$ cat config.mk
export PLATFORM = sky130hd
export DESIGN_NAME = pipeline_driver
export DESIGN_NICKNAME = d
export VERILOG_FILES = /design/src/rtl/pipeline_driver.sv
export SDC_FILE = /design/constraint.sdc
export NUM_CORES = 1
export LEC_CHECK = 0
export BUFFER_PORTS_ARGS = -buffer_cell sky130_fd_sc_hd__buf_2
export CORE_UTILIZATION = 55
export CTS_CLUSTER_SIZE = 30
export DETAILED_ROUTE_END_ITERATION = 8
export PLACE_DENSITY = 0.86
export SETUP_SLACK_MARGIN = 0.5
export SLEW_MARGIN = 10
export SYNTH_ARGS = -nofsm -noshare
export SYNTH_HDL_FRONTEND = slang
export SYNTH_SLANG_ARGS = --single-unit
$ cat constraint.sdc
create_clock -name clock -period 3.38 [get_ports clock]
set_input_delay 0.676 -clock clock [delete_from_list [all_inputs] [get_ports clock]]
set_output_delay 0.676 -clock clock [all_outputs]
set_load 0.02 [all_outputs]
$ cat src/rtl/pipeline_driver.sv
// rtl/pipeline_driver.sv - LFSR data source and checksumming result sink for a valid/ready pipeline
//
// Purpose: sends COUNT pseudo-random words into a pipeline, absorbs the returned
// results into a count and a rotating XOR checksum, and aborts the run with
// error=1 if neither channel moves for TIMEOUT consecutive cycles.
//
// Ports:
//   clock, reset             rising-edge clock, asynchronous active-high reset
//   start                    1-cycle pulse, starts a run from IDLE or FINISH
//   data, data_valid         outgoing word channel (data_ready from the pipeline)
//   result, result_valid     returned word channel (result_ready to the pipeline)
//   busy, finished, error    run status
//   sent_count, recv_count   transfers completed on each channel this run
//   checksum                 folded result checksum for this run
module pipeline_driver #(
  parameter logic [15:0] SEED    = 16'hACE1,
  parameter logic [15:0] COUNT   = 16'd256,
  parameter logic [15:0] TIMEOUT = 16'd1024
) (
  input  logic        clock,
  input  logic        reset,
  input  logic        start,
  output logic [15:0] data,
  output logic        data_valid,
  input  logic        data_ready,
  input  logic [15:0] result,
  input  logic        result_valid,
  output logic        result_ready,
  output logic        busy,
  output logic        finished,
  output logic        error,
  output logic [15:0] sent_count,
  output logic [15:0] recv_count,
  output logic [15:0] checksum
);

  // An all-zero Galois LFSR never leaves zero, so a zero seed is remapped.
  localparam logic [15:0] SEED_EFF = (SEED == 16'h0000) ? 16'h0001 : SEED;
  localparam logic [15:0] TAPS     = 16'hB400;

  typedef enum logic [1:0] {
    S_IDLE,
    S_RUN,
    S_DRAIN,
    S_FINISH
  } state_t;

  state_t      state;
  state_t      state_nxt;
  logic [15:0] lfsr;
  logic [15:0] idle_cnt;
  logic        data_xfer;
  logic        result_xfer;
  logic        launch;
  logic        timeout_hit;

  always_ff @(posedge clock or posedge reset) begin
    if (reset) begin
      state <= S_IDLE;
    end else begin
      state <= state_nxt;
    end
  end

  always_comb begin
    state_nxt    = state;
    data_valid   = 1'b0;
    result_ready = 1'b0;
    busy         = 1'b0;
    finished     = 1'b0;
    launch       = 1'b0;
    data_xfer    = 1'b0;
    result_xfer  = 1'b0;
    timeout_hit  = 1'b0;

    case (state)
      S_RUN: begin
        busy         = 1'b1;
        result_ready = 1'b1;
        data_valid   = (sent_count < COUNT);
      end
      S_DRAIN: begin
        busy         = 1'b1;
        result_ready = 1'b1;
      end
      S_FINISH: begin
        finished = 1'b1;
      end
      default: ;
    endcase

    data_xfer   = data_valid & data_ready;
    result_xfer = result_valid & result_ready;
    // The idle count that would be reached this edge hits the limit.
    timeout_hit = busy & ~data_xfer & ~result_xfer & ((idle_cnt + 16'd1) == TIMEOUT);

    case (state)
      S_IDLE, S_FINISH: begin
        if (start) begin
          launch    = 1'b1;
          state_nxt = S_RUN;
        end
      end
      S_RUN: begin
        if (data_xfer && ((sent_count + 16'd1) == COUNT)) begin
          state_nxt = S_DRAIN;
        end else if (timeout_hit) begin
          state_nxt = S_FINISH;
        end
      end
      S_DRAIN: begin
        if (recv_count == sent_count) begin
          state_nxt = S_FINISH;
        end else if (timeout_hit) begin
          state_nxt = S_FINISH;
        end
      end
      default: state_nxt = S_IDLE;
    endcase
  end

  // Data is forced to zero when not offered so every output is 0 in reset/IDLE.
  assign data = data_valid ? lfsr : 16'h0000;

  always_ff @(posedge clock or posedge reset) begin
    if (reset) begin
      lfsr       <= SEED_EFF;
      sent_count <= 16'h0000;
      recv_count <= 16'h0000;
      checksum   <= 16'h0000;
      error      <= 1'b0;
      idle_cnt   <= 16'h0000;
    end else if (launch) begin
      lfsr       <= SEED_EFF;
      sent_count <= 16'h0000;
      recv_count <= 16'h0000;
      checksum   <= 16'h0000;
      error      <= 1'b0;
      idle_cnt   <= 16'h0000;
    end else begin
      if (data_xfer) begin
        sent_count <= sent_count + 16'd1;
        lfsr       <= {1'b0, lfsr[15:1]} ^ (lfsr[0] ? TAPS : 16'h0000);
      end
      if (result_xfer) begin
        if (recv_count != 16'hFFFF) begin
          recv_count <= recv_count + 16'd1;
        end
        checksum <= {checksum[14:0], checksum[15]} ^ result;
      end
      if (busy) begin
        idle_cnt <= (data_xfer | result_xfer) ? 16'h0000 : idle_cnt + 16'd1;
      end
      if (timeout_hit) begin
        error <= 1'b1;
      end
    end
  end

endmodule

* Word level (Yosys, flattened, before mapping)
Cells that the tools add are included.
Operators by class: add/subtract/negate cells 3, magnitude comparators 1, equal/unequal tests 8, mux-type cells 26, bitwise operators 10, reductions and logical operators 10
Operators by type and width (count):
- $mux 16 | 14
- $add 16x1->16 const B | 3
- $eq 16x11->1 const B | 1
- $eq 16x16->1 | 1
- $eq 16x9->1 const B | 1
- $lt 16x9->1 const B | 1
- $ne 16x16->1 const B | 1
- $xor 15x16->16 | 1
- $xor 16x16->16 | 1
- $reduce_bool 2->1 | 5
- $mux 2 | 4
- $mux 1 | 7
- $pmux 2 s3 | 1
- $and 1x1->1 | 5
- $eq 2x2->1 const B | 2
- $reduce_or 2->1 | 2
- $eq 2x1->1 const B | 1
- $logic_not 2->1 | 1
- $ne 2x2->1 const B | 1
- $not 1->1 | 2
- $reduce_and 2->1 | 1
- $logic_and 1x1->1 | 1
- $or 1x1->1 | 1
Storage, ports and cells: register bits after elaboration 83, bits of input ports 21, output and inout port bits 69, logic and storage cells 65

* Logic depth before layout (Yosys ltp)
depth after elaboration 10, depth in mapped cells 9, depth with buffers taken out 8

* Worst setup path before layout
OpenSTA, ideal clock, no wires.
path kind reg2out, start point register sent_count[10], end point output data[10], arrival time 2.044 ns, data required time 2.704 ns, slack 0.660 ns, stages on the path, launching flop included 6, path buffers 1, cells stage by stage dfrtp_1 > nor4_1 > nand3_1 > nor3_1 > clkbuf_1 > and2_1
On the way: word-level cells in the longest chain between the ends 3
Ends and longest elaborated chain:
- start, declared | line 32 | output logic [15:0] sent_count,
- start signal, assigned | line 142 | sent_count <= sent_count + 16'd1;
- $lt 16x9->1 | line 80 | data_valid = (sent_count < COUNT);
- $mux 1 | line 76 | case (state)
- via data_valid | line 24 | output logic data_valid,
- $mux 16 | line 123 | assign data = data_valid ? lfsr : 16'h0000;
- end, declared | line 23 | output logic [15:0] data,
The timed path passes the listed nets, and every way through them passes these cells.

* Worst setup path after layout
start point register sent_count[8], end point output data[13]
On the way: word-level cells in the longest chain between the ends 3
Ends and longest elaborated chain (line):
- $lt 16x9->1 | 80
- $mux 1 | 76
- $mux 16 | 123
No other way between the ends.

==> out/results.txt <==
run status - finished clean
gr usage total - 26.3%
clock period minus worst slack - 2.81 ns
RR Endpoint - state[0]
MaxCap Viol Count - 0
Nets - 599
setup ws final - 0.571 ns
Tot Pwr - 3.59 mW
Max Freq - 356 MHz
fin cells - 676
Least-Margin Pin Slew - 0.680 ns
Netlist cell types - 48
Post-Syn Area - 4470 sq um
period utilization - 83.1%
Register Area - 2090 sq um
maximum buffer depth of the clock tree - 2
pwr/cell area - 690 nW/um^2
Peak VDD IR - 314 uV
# DRC - 0
IO Count - 90
leak pwr - 2.48 nW
CTS Sinks - 83
Startpoint Class - register
ys flop type - dfrtp_1
Yosys warnings - 0
WP data arrival - 2.13 ns
commonest cells after routing, fill and taps aside - buf_2, nand2_1, dfrtp_1, xnor2_1
Hold Path Class - primary input to asynchronous set/reset pin
ANT nets after route - 0
Place WS - 0.731 ns
Worst-path clk slew - 0.09 ns
FP Rows - 32
vias in the first global route - 3632
Final Wtd Congestion - 0.901
Layout area overhead - 16.3%
Final Hold Fails - 0
first-pass GRT wire length - 17.6 mm
crit end category - output pin
Slew Viols, Final - 0
fraction of registers with async set/reset - 100%
#FFs+latches synth - 83
Setup TNS - 0 ns
commonest non-fill, non-tap cell in the layout - buf_2
cell count after synthesis - 484
reg-to-reg startpoint - state[0]
wire per inst - 15.5 um
pin count of the biggest net entering global routing - 32
RSZ-0062 raised after global routing - false
Required @ worst endpoint - 2.70 ns
Starting Density - 57.3%
Reg2Reg Depth - 8
# port buffers - 89
vias per cell - 5.53
final core utilization - 66.6%
Die Wd - 92.2 um
Detail Placement HPWL - 7.34 mm
Cells after DPL - 660
Avg Cell Area, Syn - 9.24 sq um
clock root cell - clkbuf_8
Fin Clk Skew - 0.0172 ns
Post-synth EDFFs - 0
DR vias - 3736
sequential share of the synthesized area - 46.7%
Setup CP Type - register to output pin
grt ovf - 0
area occupied by multi-input gates - 2280 sq um
Worst-Skew Late Latency - 0.36 ns
Net Count, Synth - 514
TritonCTS Buffers - 9
Initial DRC Count - 211
share of layout cells above drive strength 1 - 22.6%
initial antenna violation count - 0
number of fill cells in the layout - 644
total wire length - 10.5 mm
# setup viols final - 0
die footprint - 8500 sq um
CTS tree - yes
CP max FO - 17
Die Y - 92.2 um
flop2flop setup slack - 0.67 ns
Pre-Repair DR Iteration Count - 4
Core ar. - 7810 sq um
ant diodes - 0
H-tree depth - 3
worst rel slew slack - 54.7%
## logic make-up after synthesis
logic type	synth area share [%]
AND/OR/NAND/NOR	23.7
adder cells (fa/ha/maj)	2.52
buffers and inverters	2.71
multiplexers	0.252
XOR/XNOR	12.3
AO/OA/AOI/OAI	11.8
flip-flops	46.7
## cell type report
| cell class | count | area share (%) |
|---|---|---|
| Clock inverter | 4 | 0.650 |
| Inverter | 6 | 0.457 |
| Tap cell | 102 | 2.45 |
| Timing Repair Buffer | 97 | 9.72 |
| Multi-Input combinational cell | 372 | 43.8 |
| Clock buffer | 12 | 2.79 |
| Sequential cell | 83 | 40.1 |
## timing repair
action | 4_1_cts | 5_1_grt
gates resized for setup | 1 | 1
hold buffers | 0 | 0
setup buffers | 0 | 0
endpoints found under the setup margin | 2 | 16
## synthesized netlist by cell type, drive strengths merged (4+ instances only)
library cell	count	area, sq um
dfstp	8	210
o21ai	36	180
o31ai	5	37.5
nor3	6	30.0
dfrtp	75	1880
nand4	12	75.1
nand3	24	125
inv	6	22.5
nor2	36	135
and2	24	153
clkbuf	17	63.8
and3	16	106
ha	9	113
nand2	83	312
a31oi	8	50.1
buf	6	35.0
a21oi	15	75.1
xnor2	43	377
a211oi	4	40.0
xor2	20	175
## worst max-delay path, cell delays in order, from the launching register on
cell and delay, ns:
dfrtp_1 0.46, nor2_1 0.32, nand3_1 0.19, nor3_1 0.25, buf_4 0.24, and2_1 0.14, buf_2 0.16
## how the worst max path moves through the flow
stage / startpoint / to / slack, ns / cells past startpoint
floorplan: reset / checksum[0] / 0.58 / 1
global route: sent_count[10] / data[13] / 0.46 / 6
CTS: sent_count[13] / data[13] / 0.61 / 6
finish: sent_count[8] / data[13] / 0.57 / 6
detailed placement: state[0] / state[0] / 0.73 / 8
global placement: state[0] / state[0] / 0.84 / 8
## metal layers
layer	global-route usage (%)	vias up	routed length, um
li1	-	1823	-
met1	34.3	1797	4610
met2	43.2	101	5170
met3	7.79	15	567
met4	6.25	0	141
met5	0	-	0
## power breakdown
part	internal [mW]	switching (mW)
Clock	0.293	0.367
Sequential	1.25	0.255
Combinational	0.542	0.882
## sequential cells by signal, summed over array words and instances, names as in the netlist
signal / flops
checksum: 16
error: 1
idle_cnt: 16
lfsr: 16
recv_count: 16
sent_count: 16
state: 2
## through the flow
| step | area [sq um] | hold WS [ns] |
|---|---|---|
| final | 5200 | 0.322 |
| after global placement | 5010 | 0.482 |
| after floorplan | 4470 | 0.469 |
| after global routing | 5200 | 0.357 |
| after detailed placement | 5010 | 0.491 |
| after CTS | 5190 | 0.339 |
Power figures use the tool's default switching activity.
